**config.mk**
```make
export PLATFORM = sky130hd
export DESIGN_NAME = bitwise_result_packer
export DESIGN_NICKNAME = d
export VERILOG_FILES = /design/src/rtl/bitwise_pkg.sv /design/src/rtl/bitwise_result_sel.sv /design/src/rtl/bitwise_result_packer.sv
export SDC_FILE = /design/constraint.sdc
export NUM_CORES = 1
export LEC_CHECK = 0
export ABC_CLOCK_PERIOD_IN_PS = 6330
export BUFFER_PORTS_ARGS = -buffer_cell sky130_fd_sc_hd__buf_2
export CAP_MARGIN = 20
export CORE_MARGIN = 8
export CORE_UTILIZATION = 45
export DETAILED_ROUTE_END_ITERATION = 10
export GPL_ROUTABILITY_DRIVEN = 0
export PLACE_DENSITY_LB_ADDON = 0.25
export SLEW_MARGIN = 15
export SYNTH_ARGS = -nofsm -noshare
export SYNTH_HDL_FRONTEND = slang
export SYNTH_SLANG_ARGS = --single-unit
```
**constraint.sdc**
```tcl
create_clock -name clk -period 6.33 [get_ports clk]
set_input_delay 1.266 -clock clk [delete_from_list [all_inputs] [get_ports clk]]
set_output_delay 1.266 -clock clk [all_outputs]
set_load 0.01 [all_outputs]
```
**src/rtl/bitwise_pkg.sv**
```systemverilog
`default_nettype none
// ============================================================================
// bitwise_pkg
// Shared types and constants for the bitwise result packer block.
// Revision: 1.0 - initial release
// ============================================================================
package bitwise_pkg;

  // Width of one result nibble produced by the gate block.
  localparam int NIB_W = 4;

  // Result select carried alongside each beat.
  typedef enum logic [1:0] {
    OP_AND  = 2'd0,
    OP_NAND = 2'd1,
    OP_OR   = 2'd2,
    OP_NOR  = 2'd3
  } op_e;

  // Packer word state.
  typedef enum logic [1:0] {
    EMPTY = 2'd0,
    FILL  = 2'd1,
    FULL  = 2'd2
  } state_e;

endpackage : bitwise_pkg
`default_nettype wire

```
**src/rtl/bitwise_result_sel.sv**
```systemverilog
`default_nettype none
// ============================================================================
// bitwise_result_sel
// Combinational 4:1 nibble mux choosing one gate-block result by op.
// Revision: 1.0 - initial release
// ============================================================================
module bitwise_result_sel
  import bitwise_pkg::*;
(
  input  logic [1:0]       sel_op,
  input  logic [NIB_W-1:0] res_and,
  input  logic [NIB_W-1:0] res_nand,
  input  logic [NIB_W-1:0] res_or,
  input  logic [NIB_W-1:0] res_nor,
  output logic [NIB_W-1:0] nib
);

  // Pick the result bus named by the op field.
  always_comb begin
    nib = res_and;
    case (sel_op)
      OP_AND:  nib = res_and;
      OP_NAND: nib = res_nand;
      OP_OR:   nib = res_or;
      OP_NOR:  nib = res_nor;
      default: nib = res_and;
    endcase
  end

endmodule : bitwise_result_sel
`default_nettype wire

```
**src/rtl/bitwise_result_packer.sv**
```systemverilog
`default_nettype none
// ============================================================================
// bitwise_result_packer
// Packs NBEATS selected result nibbles into one word behind valid/ready
// handshakes on both sides; a flush closes a partial word early.
// NBEATS is meaningful in the range 2..8.
// Revision: 1.0 - initial release
// ============================================================================
module bitwise_result_packer
  import bitwise_pkg::*;
#(
  parameter int NBEATS = 4,
  localparam int CW    = $clog2(NBEATS + 1)
) (
  input  logic                    clk,
  input  logic                    reset_n,
  input  logic                    in_val,
  output logic                    in_rdy,
  input  logic [1:0]              in_op,
  input  logic [NIB_W-1:0]        in_and,
  input  logic [NIB_W-1:0]        in_nand,
  input  logic [NIB_W-1:0]        in_or,
  input  logic [NIB_W-1:0]        in_nor,
  input  logic                    in_flush,
  output logic                    out_val,
  input  logic                    out_rdy,
  output logic [NIB_W*NBEATS-1:0] out_msg,
  output logic [CW-1:0]           out_count,
  output logic [1:0]              out_op,
  output logic                    out_mixed
);

  state_e                    state, state_nx;
  logic [CW-1:0]             count, count_nx, base_cnt;
  logic [NIB_W*NBEATS-1:0]   word, word_nx, base_word;
  logic [1:0]                op_lat, op_nx, base_op;
  logic                      mixed, mixed_nx, base_mixed;
  logic [NIB_W-1:0]          sel_nib;
  logic                      take, fire;

  bitwise_result_sel u_sel (
    .sel_op   (in_op),
    .res_and  (in_and),
    .res_nand (in_nand),
    .res_or   (in_or),
    .res_nor  (in_nor),
    .nib      (sel_nib)
  );

  // A full word accepts a new beat only in the cycle it drains.
  assign in_rdy    = (state != FULL) || out_rdy;
  assign out_val   = (state == FULL);
  assign take      = in_val && in_rdy;
  assign fire      = out_val && out_rdy;
  assign out_msg   = word;
  assign out_count = count;
  assign out_op    = op_lat;
  assign out_mixed = mixed;

  // Next-state: a draining word restarts from a cleared base, then any beat lands in slot [count].
  always_comb begin
    base_word  = word;
    base_cnt   = count;
    base_op    = op_lat;
    base_mixed = mixed;
    if (fire) begin
      base_word  = '0;
      base_cnt   = '0;
      base_op    = '0;
      base_mixed = 1'b0;
    end
    word_nx  = base_word;
    count_nx = base_cnt;
    op_nx    = base_op;
    mixed_nx = base_mixed;
    state_nx = state;

    if (!(state == FULL && !fire)) begin
      if (take) begin
        for (int k = 0; k < NBEATS; k++) begin
          if (base_cnt == CW'(k)) begin
            word_nx[k*NIB_W +: NIB_W] = sel_nib;
          end
        end
        count_nx = base_cnt + CW'(1);
        if (base_cnt == '0) begin
          op_nx    = in_op;
          mixed_nx = 1'b0;
        end else if (in_op != base_op) begin
          mixed_nx = 1'b1;
        end
      end

      // Flush only closes a word that has content and is not already presented.
      if (count_nx == CW'(NBEATS)) begin
        state_nx = FULL;
      end else if (in_flush && (state != FULL) && (count_nx != '0)) begin
        state_nx = FULL;
      end else if (count_nx != '0) begin
        state_nx = FILL;
      end else begin
        state_nx = EMPTY;
      end
    end
  end

  // State and word registers; reset discards any partial word.
  always_ff @(posedge clk or negedge reset_n) begin
    if (!reset_n) begin
      state <= EMPTY;
      count <= '0;
      word  <= '0;
      op_lat <= '0;
      mixed <= 1'b0;
    end else begin
      state <= state_nx;
      count <= count_nx;
      word  <= word_nx;
      op_lat <= op_nx;
      mixed <= mixed_nx;
    end
  end

endmodule : bitwise_result_packer
`default_nettype wire

```
# Word level (Yosys, flattened, before mapping)
# Cells that the tools add are included.
[totals] reg_bits=24 input_bits=23 output_inout_bits=24
[op_classes] reduce_logical=10 muxes=24 eq_ne=10 add_sub_neg=1
[ops] cell="$mux 16" count=3
[ops] cell="$mux 4" count=4
[ops] cell="$pmux 4 s4" count=1
[ops] cell="$mux 2" count=6
[ops] cell="$mux 3" count=4
[ops] cell="$eq 2x2->1 const B" count=3
[ops] cell="$eq 3x2->1 const B" count=2
[ops] cell="$mux 1" count=6
[ops] cell="$logic_and 1x1->1" count=5
[ops] cell="$add 3x1->3 const B" count=1
[ops] cell="$eq 3x1->1 const B" count=1
[ops] cell="$eq 3x3->1 const B" count=1
[ops] cell="$logic_not 3->1" count=1
[ops] cell="$reduce_bool 3->1" count=1
[ops] cell="$eq 2x1->1 const B" count=1
[ops] cell="$logic_not 2->1" count=1
[ops] cell="$ne 2x2->1" count=1
[ops] cell="$ne 2x2->1 const B" count=1
[ops] cell="$logic_not 1->1" count=1
[ops] cell="$logic_or 1x1->1" count=1

# Logic depth before layout (Yosys ltp)
# Gate-level depths: netlist of run 1.
[logic_depth] depth_word=10 ltp_mapped=11 mapped_depth_nobuf=9

# Modules after synthesis
# A second synthesis of run 1 with hierarchy kept.
[hier_totals] cells_unflattened=131 area_unflattened_um2=1330.0
[modules_own_cells] mod="bitwise_result_packer" seq_area_each_um2=600.6 cells_each=127 n_inst=1 area_per_inst_um2=1224.9
[modules_own_cells] mod="bitwise_result_sel" seq_area_each_um2=0.0 cells_each=4 n_inst=1 area_per_inst_um2=105.1

# Worst setup path after synthesis of run 1
# OpenSTA, ideal clock, no wires.
[synth_timing] path_kind="in2reg" startpoint="in out_rdy" endpoint="reg state[1]" cell_stages=10 setup_slack_ns=3.458 arrival_ns=2.739 t_required_ns=6.198 setup_ns=0.132 path_buffers=2 path_cell_list="nand3b_1 -> buf_1 -> buf_2 -> nand2_1 -> inv_1 -> ha_1 -> ha_1 -> inv_1 -> a221oi_1 -> mux2i_1"
[synth_between] elab_chain_cells=9 word_cells_on_any_way=14 classes_between="add/sub: 1; eq/ne: 1; mux: 5; reduce/logical: 7"
[synth_lines] element="start, declared" line="bitwise_result_packer.sv:26" rtl="input logic out_rdy,"
[synth_lines] element="$logic_and 1x1->1" line="bitwise_result_packer.sv:54" rtl="assign fire = out_val && out_rdy;"
[synth_lines] element="$mux 3" line="bitwise_result_packer.sv:66" rtl="if (fire) begin"
[synth_lines] element="$add 3x1->3" line="bitwise_result_packer.sv:85" rtl="count_nx = base_cnt + CW'(1);"
[synth_lines] element="$mux 3" line="bitwise_result_packer.sv:79" rtl="if (take) begin"
[synth_lines] element="$mux 3" line="bitwise_result_packer.sv:78" rtl="if (!(state == FULL && !fire)) begin"
[synth_lines] element="$reduce_bool 3->1" line="bitwise_result_packer.sv:97" rtl="end else if (in_flush && (state != FULL) && (count_nx != '0)) begin"
[synth_lines] element="$logic_and 1x1->1" line="bitwise_result_packer.sv:97"
[synth_lines] element="$mux 2" line="bitwise_result_packer.sv:97"
[synth_lines] element="$mux 2" line="bitwise_result_packer.sv:95" rtl="if (count_nx == CW'(NBEATS)) begin"
[synth_lines] element="end signal, assigned" line="bitwise_result_packer.sv:116" rtl="state <= state_nx;"
[synth_lines] element="end, declared" line="bitwise_result_packer.sv:33" rtl="state_e state, state_nx;"
# Parallel ways exist; a longest one is shown, timed or not. The select of a mux whose other input is x is not followed.
# A chain may end at the register's enable or synchronous reset.

# Final worst setup path of run 1
# Ends and elaborated chain as after synthesis.

==> results.json, run 1 <==
{
  "die_h_um": 69.4,
  "syn-cell-area_sq_um": 1280,
  "netlist.area_leader.share": 0.468,
  "layout.cells.non_filler": 205,
  "nFillCells": 245,
  "cts_inserted_buffers": 3,
  "grt_max_degree": 25,
  "path_class": "in -> reg",
  "arrival_ns": 3.37,
  "finalClockSkew_ns": 0.00388,
  "grt_use_total": 0.129,
  "setup_tns_ns": 0,
  "cp.required_ns": 6.53,
  "crit_path_max_incr_delay_ns": 0.56,
  "slowest_stage": "nand3b_1",
  "outcome": "finished, final reports clean",
  "p_sw_frac": 0.404,
  "sequentialPowerShare": 0.366,
  "yosysUniqueCellTypes": 32,
  "synth-xor-area-share": 0.00682,
  "grt_pass1_wl_um": 5440,
  "wl_per_cell_um": 15.1,
  "synth_top_family_by_area": "simple AND/OR/NAND/NOR gates",
  "synth_cells": 130,
  "clk_pin_slew_worst_paths_ns": 0.13,
  "wl_um": 3090,
  "slew-limit-headroom": 0.458,
  "yosysTopAreaCell": "dfrtp_1",
  "place.detailed.hpwl_um": 2390,
  "drv_slew": 0,
  "ant_nets": 0,
  "synth_compound_area_frac": 0.171,
  "die_x_um": 69.4,
  "start_util": 0.470,
  "drc": 0,
  "yosys.cell_count.top_type": "nand2_1",
  "hold_path.class": "reg -> reg",
  "cts_sinks": 24,
  "p_leak_nw": 0.812,
  "async_reset_ff_frac": 1.00,
  "synth.mux.area_fraction": 0.0780,
  "drt_iter0_markers": 35,
  "area_delta_synth_final_pct": 22.1,
  "power_switching_w": 0.000275,
  "critPathCaptureType": "flop",
  "fin_nets": 203,
  "rsz0062_at_grt": "no",
  "final_layout_size_suffix_gt1_frac": 0.356,
  "cp-start-kind": "input port",
  "antenna_found_initial": 0,
  "placedCellCount": 201,
  "yosysWarningCount": 0,
  "die_area_sq_um": 4820,
  "overflow": 0,
  "synth-edff-count": 0,
  "row_count": 19,
  "grt_pass1_vias": 1226,
  "synth-seq-cells": 24,
  "insertion_delay_ns": 0.31,
  "htreeDepth": 1,
  "ios": 47,
  "root_buffer": "clkbuf_4",
  "clock_path_buffers": 2,
  "max_cap_violations": 0,
  "vdd_ir_drop_max_mv": 0.264,
  "syn-num-nets": 158,
  "synth.area.top_cells": "dfrtp_1 (47%), nand2_1 (11%), mux4_2 (7.0%), o21ai_1 (5.8%), ha_1 (4.9%)",
  "path_cells": "buf_2 > nand3b_1 > nand2_1 > inv_1 > ha_1 > ha_1 > inv_1 > a221oi_1 > mux2i_1",
  "period_share": 0.501,
  "fmax_mhz": 315,
  "vias": 1104,
  "core_sq_um": 2730,
  "synth_fa_ha_area_frac": 0.0487,
  "dr.pass1.iters": 4,
  "setup_violations": 0,
  "synth_ff_type": "dfrtp_1",
  "cts_setup_buffers": 0,
  "routed_via_density": 5.39,
  "cts_resized": 0,
  "portBuffers": 46,
  "p_clk_frac": 0.162,
  "p_int_w": 0.000406,
  "path_max_fanout": 21,
  "tightest_slew_ns": 0.810,
  "netlist_top_cells_count": "nand2_1 (37), dfrtp_1 (24), o21ai_1 (15), ha_1 (5), nor2_1 (5)",
  "period_needed_ns": 3.17,
  "powerDensity_nw_per_um2": 434,
  "ys_seq_area_frac": 0.468,
  "finalHoldViolCount": 0,
  "cts_hold_buf": 0,
  "n_antenna_cell": 0,
  "synth_area_per_cell_sq_um": 9.87,
  "p_comb_frac": 0.472,
  "synth-simple-area-share": 0.181,
  "cts_tree": "done"
}
[logic make-up (layout without fill, tap and decap cells)]
logic type / Yosys count / after routing
AO/OA/AOI/OAI: 31 / 31
adder cells (fa/ha/maj): 5 / 5
buffers and inverters: 12 / 56
XOR/XNOR: 1 / 1
flip-flops: 24 / 24
multiplexers: 5 / 5
AND/OR/NAND/NOR: 52 / 52
[layout make-up]
class | instances | area (sq um) | area share
Tap cell | 31 | 38.8 | 0.0247
Clock inverter | 1 | 30.0 | 0.0192
Inverter | 6 | 22.5 | 0.0144
Clock buffer | 3 | 22.5 | 0.0144
Multi-Input combinational cell | 94 | 623 | 0.397
Timing Repair Buffer | 46 | 230 | 0.147
Sequential cell | 24 | 601 | 0.383
[critical path, delay by kind of cell]
kind            cells  cell delay (ns)
buf+inv             3             0.27
mux                 1             0.11
fa+ha+maj           2             0.50
compound gates      1             0.28
simple gates        2             0.93
[routing by layer]
metal	vias to the layer above	GRT usage	share of wire
li1	545	-	-
met1	518	0.159	0.44
met2	39	0.214	0.48
met3	2	0.0401	0.073
met4	0	0.0296	0.0019
met5	-	0	0
[path summary, 6_finish.rpt]
check / from / end / slack [ns] / depth (start not counted)
max: out_rdy / state[1] / 3.16 / 9
min reg2reg: out_msg[13] / out_msg[13] / 0.52 / 1
min in group asynchronous: reset_n / out_msg[10] / 0.90 / 1
max in group asynchronous: reset_n / state[0] / 5.08 / 1
min: out_msg[13] / out_msg[13] / 0.52 / 1
max reg2reg: state[0] / state[1] / 3.74 / 8
[cells in the final DEF, fill, tap and decap left out, types with 2 or more instances in the layout]
master    netlist  layout
a22o_1          4       4
clkbuf_4        0       3
o21ai_0         2       2
inv_2           2       2
ha_1            5       5
nor2_1          5       5
nand2_1        37      37
inv_1           4       4
mux4_2          4       4
o2111a_1        3       3
buf_2           3      46
dfrtp_1        24      24
nand3_1         3       3
o21ai_1        15      15
[stage by stage]
step	cell area, sq um	hold WS [ns]	power [W]	worst slack (ns)	utilization
final	1570	0.521	0.000681	3.16	0.573
after global routing	1570	0.550	0.000739	2.99	0.573
after CTS	1570	0.523	0.000689	3.16	0.573
after detailed placement	1520	0.488	0.000574	2.88	0.554
after global placement	1520	0.490	0.000564	2.98	0.554
after floorplan	1280	0.544	0.000465	3.46	-
[sequential cells by signal, summed over array words and instances, names as in the netlist]
| name | cells |
|---|---|
| out_op | 2 |
| state | 2 |
| out_count | 3 |
| out_msg | 16 |
| out_mixed | 1 |
[power groups by stage]
| stage | clock, W | combinational (W) | sequential, W |
|---|---|---|---|
| 2_1_floorplan | 0 | 0.000193 | 0.000273 |
| 3_3_place_gp | 0 | 0.000313 | 0.000251 |
| 3_5_place_dp | 0 | 0.000321 | 0.000253 |
| 4_1_cts | 0.000113 | 0.000326 | 0.000250 |
| 5_1_grt | 0.000120 | 0.000360 | 0.000259 |
| 6_report | 0.000110 | 0.000322 | 0.000249 |
No activity file was read; power rests on OpenSTA's default activity.
==> inputs of run 2 (changes only) <==
ABC_CLOCK_PERIOD_IN_PS = 3100   (was 6330)
clock period = 3.1 ns   (was 6.33 ns; I/O delays follow)
==> results.json, run 2 (synthesis results as in run 1) <==
{
  "row_count": 19,
  "rsz0062_at_grt": "no",
  "core_sq_um": 2730,
  "ios": 47,
  "cts_hold_buf": 0,
  "r2r_end": "state[1]",
  "cp-start-kind": "flop",
  "cts_resized": 0,
  "start_util": 0.470,
  "grt_use_total": 0.133,
  "overflow": 0,
  "antenna_found_initial": 0,
  "path_class": "reg -> reg",
  "outcome": "finished, final reports clean",
  "routed_via_density": 5.29,
  "final_layout_size_suffix_gt1_frac": 0.360,
  "finalClockSkew_ns": 0.00894,
  "final_cell_mix": "buf_2 (46), nand2_1 (37), dfrtp_1 (24), o21ai_1 (15)",
  "htreeDepth": 1,
  "critPathCaptureType": "flop",
  "vias": 1090,
  "tightest_slew_ns": 0.529,
  "critical_path.reg2reg.startpoint": "state[0]",
  "root_buffer": "clkbuf_4",
  "dr.pass1.iters": 4,
  "grt_pass1_wl_um": 5580,
  "p_leak_nw": 0.816,
  "portBuffers": 46,
  "area_delta_synth_final_pct": 22.7,
  "grt_pass1_vias": 1220,
  "cts_setup_buffers": 0,
  "fmax_mhz": 448,
  "clock_path_buffers": 2,
  "drt_iter0_markers": 47,
  "register_area_sq_um": 601,
  "period_share": 0.719,
  "cts_tree": "done",
  "largest_reg_flops": 16,
  "reg2reg_depth": 8,
  "clk_pin_slew_worst_paths_ns": 0.14,
  "drv_slew": 0,
  "die_area_sq_um": 4820,
  "powerDensity_nw_per_um2": 885,
  "cts_inserted_buffers": 3,
  "finalHoldViolCount": 0,
  "setup_tns_ns": 0,
  "arrival_ns": 2.45,
  "wl_um": 3140,
  "layout_commonest_cell": "buf_2",
  "nFillCells": 235,
  "max_cap_violations": 0,
  "wl_per_cell_um": 15.3,
  "ant_nets": 0,
  "placedCellCount": 202,
  "setup_violations": 0,
  "n_antenna_cell": 0,
  "multi_input_comb_area_sq_um": 623,
  "insertion_delay_ns": 0.32,
  "cts_sinks": 24,
  "die_h_um": 69.4,
  "vdd_ir_drop_max_mv": 0.473,
  "place.detailed.hpwl_um": 2500,
  "layout.cells.non_filler": 206,
  "hold_path.class": "in -> async",
  "path_max_fanout": 13,
  "fin_nets": 204,
  "grt_max_degree": 25,
  "slew-limit-headroom": 0.648,
  "die_x_um": 69.4,
  "period_needed_ns": 2.23,
  "reg2reg_slack_ns": 0.87,
  "drc": 0,
  "cp.required_ns": 3.32
}
[run 2: how the worst max path moves through the flow]
stage / slack (ns) / endpoint / startpoint
2_1_floorplan: 0.87 / state[1] / out_rdy
4_1_cts: 0.88 / state[1] / state[0]
5_1_grt: 0.74 / state[1] / state[0]
3_5_place_dp: 0.60 / state[1] / out_rdy
6_report: 0.87 / state[1] / state[0]
3_3_place_gp: 0.67 / state[1] / out_rdy
[run 2: stage by stage]
stage	hold slack [ns]	utilization	instance area [sq um]	setup slack, ns	total power, W
after floorplan	0.324	-	1280	0.874	0.000950
after global placement	0.492	0.557	1520	0.671	0.00116
after detailed placement	0.498	0.557	1520	0.597	0.00118
after CTS	0.267	0.576	1580	0.881	0.00141
after global routing	0.295	0.576	1580	0.736	0.00151
final	0.246	0.576	1580	0.870	0.00139
[run 2: where the power goes]
part	internal [W]	total, W	switching [W]
clock network	0.000131	0.000230	0.0000997
logic	0.000272	0.000653	0.000381
registers	0.000429	0.000511	0.0000827
total	0.000832	0.00139	0.000563
[run 2: worst max-delay path, cell delays in order, from the launching register on]
cell and delay [ns]:
dfrtp_1 0.40, nand3b_1 0.44, nand2_1 0.27, inv_1 0.10, ha_1 0.21, ha_1 0.30, inv_1 0.05, a221oi_1 0.25
mux2i_1 0.11
[run 2: routing by layer]
layer  global-route usage  part of all wire
met5                    0                 0
met4               0.0342            0.0057
met3               0.0386             0.061
met2                0.217              0.46
met1                0.167              0.47
[run 2: area by class of cell]
type / count / share of cell area
flip-flops and latches: 24 / 0.381
inverters: 6 / 0.0143
multi-input cells: 94 / 0.396
clock inverters: 1 / 0.0191
repair buffers: 47 / 0.151
clock buffers: 3 / 0.0143
well taps: 31 / 0.0246
